<file path="config.mk">
export PLATFORM = sky130hd
export DESIGN_NAME = cpu_core_p
export DESIGN_NICKNAME = d
export VERILOG_FILES = /design/src/rtl/cpu_core_p.sv
export SDC_FILE = /design/constraint.sdc
export NUM_CORES = 1
export LEC_CHECK = 0
export ABC_AREA = 1
export CORE_MARGIN = 4
export CORE_UTILIZATION = 56
export CTS_CLUSTER_DIAMETER = 150
export CTS_CLUSTER_SIZE = 20
export DETAILED_ROUTE_END_ITERATION = 8
export GPL_ROUTABILITY_DRIVEN = 0
export MAX_ROUTING_LAYER = met4
export PLACE_DENSITY = 0.86
export SETUP_SLACK_MARGIN = 0.05
export SYNTH_ARGS = -nofsm -noshare
export SYNTH_HDL_FRONTEND = slang
export SYNTH_SLANG_ARGS = --single-unit
</file>
<file path="constraint.sdc">
create_clock -name clk -period 2.5 [get_ports clk]
set_clock_uncertainty 0.2 [all_clocks]
set_input_delay 0.625 -clock clk [delete_from_list [all_inputs] [get_ports clk]]
set_output_delay 0.625 -clock clk [all_outputs]
set_load 0.02 [all_outputs]
</file>
<file path="src/rtl/cpu_core_p.sv">
// rtl/cpu_core_p.sv - parametrised accumulator core with flags, branches and a wait-state bus
module cpu_core_p #(
  parameter int            DW       = 8,
  parameter int            AW       = 16,
  parameter int            NREG     = 8,
  parameter logic [AW-1:0] RESET_PC = '0
) (
  input  logic          clk,
  input  logic          rst,
  output logic [AW-1:0] addr,
  input  logic [DW-1:0] rdata,
  output logic [DW-1:0] wdata,
  output logic          re,
  output logic          we,
  input  logic          ready,
  output logic          halted
);

  localparam int AWORDS = (AW + DW - 1) / DW;
  localparam int CW     = (AWORDS > 1) ? $clog2(AWORDS) : 1;

  localparam logic [2:0] S_RST   = 3'd0;
  localparam logic [2:0] S_FETCH = 3'd1;
  localparam logic [2:0] S_EXEC  = 3'd2;
  localparam logic [2:0] S_OPND  = 3'd3;
  localparam logic [2:0] S_MEMRD = 3'd4;
  localparam logic [2:0] S_MEMWR = 3'd5;
  localparam logic [2:0] S_HALT  = 3'd6;

  logic [2:0]    state;
  logic [AW-1:0] pc;
  logic [7:0]    op;
  logic [AW-1:0] opnd;
  logic [CW-1:0] cnt;
  logic [DW-1:0] a;
  logic [DW-1:0] b;
  logic [DW-1:0] regs [NREG];
  logic          fz;
  logic          fc;
  logic          fn;

  function automatic logic has_opnd(input logic [7:0] o);
    return (o == 8'h02) || (o == 8'h03) || (o == 8'h04) ||
           ((o >= 8'h50) && (o <= 8'h54));
  endfunction

  function automatic logic is_addr_op(input logic [7:0] o);
    return has_opnd(o) && (o != 8'h02);
  endfunction

  // Address operands arrive most-significant word first; the shift keeps only AW bits.
  logic [AW-1:0] opnd_next;
  logic          last_word;
  logic          br_take;

  always_comb begin
    opnd_next = AW'({opnd, rdata});
    last_word = !is_addr_op(op) || (cnt == CW'(AWORDS - 1));
    case (op)
      8'h50:   br_take = 1'b1;
      8'h51:   br_take = fz;
      8'h52:   br_take = !fz;
      8'h53:   br_take = fc;
      8'h54:   br_take = fn;
      default: br_take = 1'b0;
    endcase
  end

  logic [DW:0]   ext;
  logic [DW-1:0] alu_res;
  logic          alu_c;
  logic          alu_valid;
  logic          alu_wr;

  always_comb begin
    ext       = '0;
    alu_res   = a;
    alu_c     = fc;
    alu_valid = (op[7:4] == 4'h4) && (op[3:0] <= 4'h9);
    alu_wr    = alu_valid && (op[3:0] != 4'h9);
    case (op[3:0])
      4'h0: begin
        ext     = {1'b0, a} + {1'b0, b};
        alu_res = ext[DW-1:0];
        alu_c   = ext[DW];
      end
      4'h1: begin
        ext     = {1'b0, a} + {1'b0, b} + (DW+1)'(fc);
        alu_res = ext[DW-1:0];
        alu_c   = ext[DW];
      end
      4'h2, 4'h9: begin
        ext     = {1'b0, a} - {1'b0, b};
        alu_res = ext[DW-1:0];
        alu_c   = ext[DW];
      end
      4'h3: alu_res = a & b;
      4'h4: alu_res = a | b;
      4'h5: alu_res = a ^ b;
      4'h6: alu_res = ~a;
      4'h7: begin
        alu_res = {a[DW-2:0], 1'b0};
        alu_c   = a[DW-1];
      end
      4'h8: begin
        alu_res = {1'b0, a[DW-1:1]};
        alu_c   = a[0];
      end
      default: alu_res = a;
    endcase
  end

  // Register numbers at or above NREG select nothing, turning 0x1r-0x3r into NOPs.
  logic [DW-1:0] reg_rd;
  logic          reg_hit;

  always_comb begin
    reg_rd  = '0;
    reg_hit = int'(op[3:0]) < NREG;
    for (int i = 0; i < NREG; i++) begin
      if (op[3:0] == 4'(i)) reg_rd = regs[i];
    end
  end

  assign re     = (state == S_FETCH) || (state == S_OPND) || (state == S_MEMRD);
  assign we     = (state == S_MEMWR);
  assign addr   = ((state == S_MEMRD) || (state == S_MEMWR)) ? opnd : pc;
  assign wdata  = (state == S_MEMWR) ? a : '0;
  assign halted = (state == S_HALT);

  always_ff @(posedge clk or negedge rst) begin
    if (!rst) begin
      state <= S_RST;
      pc    <= RESET_PC;
      op    <= '0;
      opnd  <= '0;
      cnt   <= '0;
      a     <= '0;
      b     <= '0;
      fz    <= 1'b0;
      fc    <= 1'b0;
      fn    <= 1'b0;
      for (int i = 0; i < NREG; i++) regs[i] <= '0;
    end else begin
      case (state)
        S_RST: state <= S_FETCH;

        S_FETCH: begin
          if (ready) begin
            op  <= rdata[7:0];
            pc  <= pc + AW'(1);
            cnt <= '0;
            if (has_opnd(rdata[7:0]))   state <= S_OPND;
            else if (rdata[7:0] == 8'h01) state <= S_HALT;
            else                          state <= S_EXEC;
          end
        end

        S_EXEC: begin
          state <= S_FETCH;
          if (alu_valid) begin
            fz <= (alu_res == '0);
            fn <= alu_res[DW-1];
            fc <= alu_c;
            if (alu_wr) a <= alu_res;
          end
          if (reg_hit) begin
            case (op[7:4])
              4'h1: begin
                for (int i = 0; i < NREG; i++) begin
                  if (op[3:0] == 4'(i)) regs[i] <= a;
                end
              end
              4'h2:    a <= reg_rd;
              4'h3:    b <= reg_rd;
              default: ;
            endcase
          end
        end

        S_OPND: begin
          if (ready) begin
            pc   <= pc + AW'(1);
            opnd <= opnd_next;
            cnt  <= cnt + CW'(1);
            if (last_word) begin
              case (op)
                8'h02: begin
                  a     <= rdata;
                  state <= S_FETCH;
                end
                8'h03:   state <= S_MEMRD;
                8'h04:   state <= S_MEMWR;
                default: begin
                  if (br_take) pc <= opnd_next;
                  state <= S_FETCH;
                end
              endcase
            end
          end
        end

        S_MEMRD: begin
          if (ready) begin
            a     <= rdata;
            state <= S_FETCH;
          end
        end

        S_MEMWR: begin
          if (ready) state <= S_FETCH;
        end

        S_HALT: state <= S_HALT;

        default: state <= S_FETCH;
      endcase
    end
  end

endmodule

</file>
==> flow_summary.json <==
{
  "drv_slew": 0,
  "tightestPinTransition_ps": 475,
  "period_minus_slack_ps": 2740,
  "drive_above_1_share_pct": 22.4,
  "end_kind": "register",
  "yosysSeqAreaShare_pct": 38.7,
  "dp_hpwl_mm": 17.7,
  "violations": "negative setup slack",
  "num-nets-final": 1280,
  "rr_startpoint": "b[0]$_DFFE_PN0P_",
  "top_level_ports": 38,
  "synth_top_area_share_pct": 38.7,
  "die_h_um": 129,
  "wl_per_cell_um": 19.1,
  "fin_crit_sh_pct": 110,
  "power_density_mw_per_mm2": 1280,
  "peakVddDrop_v": 0.000680,
  "start_kind": "register",
  "worstRegToRegCells": 15,
  "synth_area_leaders": "dfrtp_1 39%, nand2_1 18%, o21ai_0 6.9%",
  "placed_cell_area_mm2": 0.00922,
  "rsz0062_at_grt": "true",
  "synth_edf_count": 0,
  "slew_headroom_pct": 68.3,
  "fin_area_mm2": 0.0102,
  "htreeDepth": 4,
  "drc": 0,
  "yosysWarnings": 0,
  "hold_class": "reg2reg",
  "num_vias": 8819,
  "ys.flop_type": "dfrtp_1",
  "leakage_nw": 5.02,
  "dr.pass1.iters": 6,
  "cts_inserted_buffers": 17,
  "route.antenna.remaining_nets": 0,
  "antenna_found_initial": 0,
  "clockRootBuffer": "clkbuf_16",
  "cts.clk_slew.worst_paths_ps": 60,
  "start_util_pct": 56.8,
  "grt_pass1_wl_mm": 42.2,
  "hold_viol": 0,
  "critPathLaunch": "b[0]$_DFFE_PN0P_",
  "dieArea_mm2": 0.0167,
  "worst-path-max-fanout": 2,
  "cp-endpoint": "a[3]$_DFFE_PN0P_",
  "cts_tree": "yes",
  "dp_cells": 1393,
  "die_w_um": 129,
  "drv_cap": 0,
  "area_growth_pct": 24.5,
  "crit_type": "reg2reg",
  "port-buffer-count": 37,
  "drt_iter0_drc": 1354,
  "drt-vias-per-instance": 6.14,
  "wl_mm": 27.4,
  "syn_nets": 1179,
  "diodes": 0,
  "first_global_vias": 8108,
  "grt_overflow_total": 0,
  "rows": 44,
  "grt_usage_pct": 33.1,
  "syn_inst": 1139,
  "setup_viol": 12,
  "synth_cell_types": 53,
  "finalWorstSetupSlack_ps": -240,
  "netlist_area_mm2": 0.00822,
  "outcome": "finished, violations left",
  "clock_sinks": 127,
  "cts.path.max_buffers": 2,
  "ys_ff_latch": 127,
  "r2r_setup_slack_ps": -240,
  "timing.fmax_mhz": 365,
  "r2r_end": "a[3]$_DFFE_PN0P_",
  "fp.coreArea_mm2": 0.0145,
  "cp.arrival_ps": 2830,
  "clock_latency_ps": 430,
  "ys_async_sr_fraction_pct": 100,
  "total_power_mw": 13.1,
  "synth_area_leader_cell": "dfrtp_1",
  "grt_start_max_net_pins": 41,
  "syn_avg_cell_area_um2": 7.22,
  "critPathRequiredTime_ps": 2590,
  "finalNonFillerCells": 1437
}
## registers in the layout (all words and copies together) (netlist names), 3 cells and up
signal and cells:
op 8, state 3, b 8, pc 16
opnd 16, regs 64, a 8
## metal layers
metal	vias to the layer above	GRT usage [%]	wire length [um]
li1	3920	-	-
met1	4085	43.8	10600
met2	670	49.8	12300
met3	144	7.17	3190
met4	0	13.7	1280
met5	-	-	0
## metrics by stage
step           TNS (ps)  util (%)  hold slack, ps  worst slack, ps
2_1_floorplan         0         -             129             29.4
3_3_place_gp      -33.8      63.7             257            -33.8
3_5_place_dp       -358      63.7             268            -91.1
4_1_cts            -283      68.0             288            -77.6
5_1_grt           -3110      70.7             299             -358
6_report          -1670      70.7             284             -240
## how the worst min path moves through the flow
stage,start,endpoint,slack [ps],cells past startpoint
after floorplan,rst,a[0]$_DFFE_PN0P_,130,0
after global placement,opnd[13]$_DFFE_PN0P_,opnd[13]$_DFFE_PN0P_,260,2
after detailed placement,opnd[9]$_DFFE_PN0P_,opnd[9]$_DFFE_PN0P_,270,2
after CTS,regs[23]$_DFFE_PN0P_,regs[23]$_DFFE_PN0P_,290,2
after global routing,regs[23]$_DFFE_PN0P_,regs[23]$_DFFE_PN0P_,300,2
final,regs[49]$_DFFE_PN0P_,regs[49]$_DFFE_PN0P_,280,2
## worst max-delay path, cell delays in order, from the launching register on
cell and delay, ps:
dfrtp_1 380, ha_2 210, fa_2 620, buf_6 110, buf_6 90, nand2_4 50
nor2_4 90, nand3_2 110, nand3_1 100, nand2_1 60, o21ai_2 150, nand2_1 70
nand2_1 70, nand2_1 90, nand2_2 100, a21boi_2 90
## cells in the final DEF, fill, tap and decap left out, types with 12 or more instances in the layout
| cell type | synthesis | layout |
|---|---|---|
| a21oi_1 | 43 | 39 |
| buf_4 | 5 | 89 |
| buf_6 | 7 | 12 |
| clkbuf_16 | 0 | 19 |
| dfrtp_1 | 127 | 126 |
| ha_1 | 27 | 20 |
| inv_1 | 100 | 94 |
| inv_2 | 11 | 14 |
| nand2_1 | 384 | 369 |
| nand2_2 | 23 | 37 |
| nand3_1 | 55 | 50 |
| nand4_1 | 19 | 19 |
| nor2_1 | 79 | 64 |
| nor2_2 | 7 | 14 |
| o211ai_2 | 13 | 13 |
| o21ai_0 | 114 | 104 |
| xor2_1 | 13 | 13 |
## power breakdown
part           internal, mW  switching [mW]
Sequential             2.77           0.685
Clock                  1.75           0.955
Combinational          2.44            4.54
## cell type report
type	instances	area (um^2)
Fill cell	1050	4250
Clock inverter	9	156
Timing Repair Buffer	128	1130
Inverter	112	428
Tap cell	184	230
Multi-Input combinational cell	854	4630
Clock buffer	23	478
Sequential cell	127	3180
## logic make-up after synthesis
kind of cell / share of synthesized area [%]
and+or+nand+nor: 30.9
adders and majority gates: 4.60
xor gates and xnor gates: 1.49
buffers and inverters: 8.19
AOI/OAI and AO/OA: 16.1
DFF: 38.7
## what timing repair did
| action | in CTS | in global routing |
|---|---|---|
| pin swaps | 2 | 26 |
| gates resized for setup | 115 | 127 |
| endpoints found under the hold margin | 17 | 0 |
| buffers inserted | 1 | 7 |
| setup endpoints to repair | 37 | 32 |
| cloned | 1 | 2 |
| hold buffers | 1 | 0 |
## cell usage after synthesis, drive strengths merged, types with 2 or more instances
master and count:
nand2 407, dfrtp 127, o21ai 121, inv 111, nor2 89, nand3 57
a21oi 44, clkbuf 27, ha 27, buf 19, nand4 19, o211ai 18
xor2 13, nor3 10, o22ai 8, a21boi 4, nand3b 4, o2111ai 4
a22o 3, a31oi 3, nor4 3, a211oi 2, a22oi 2, fa 2
nor3b 2, o221ai 2, o31ai 2, or2 2
(Power assumes the default switching activity.)
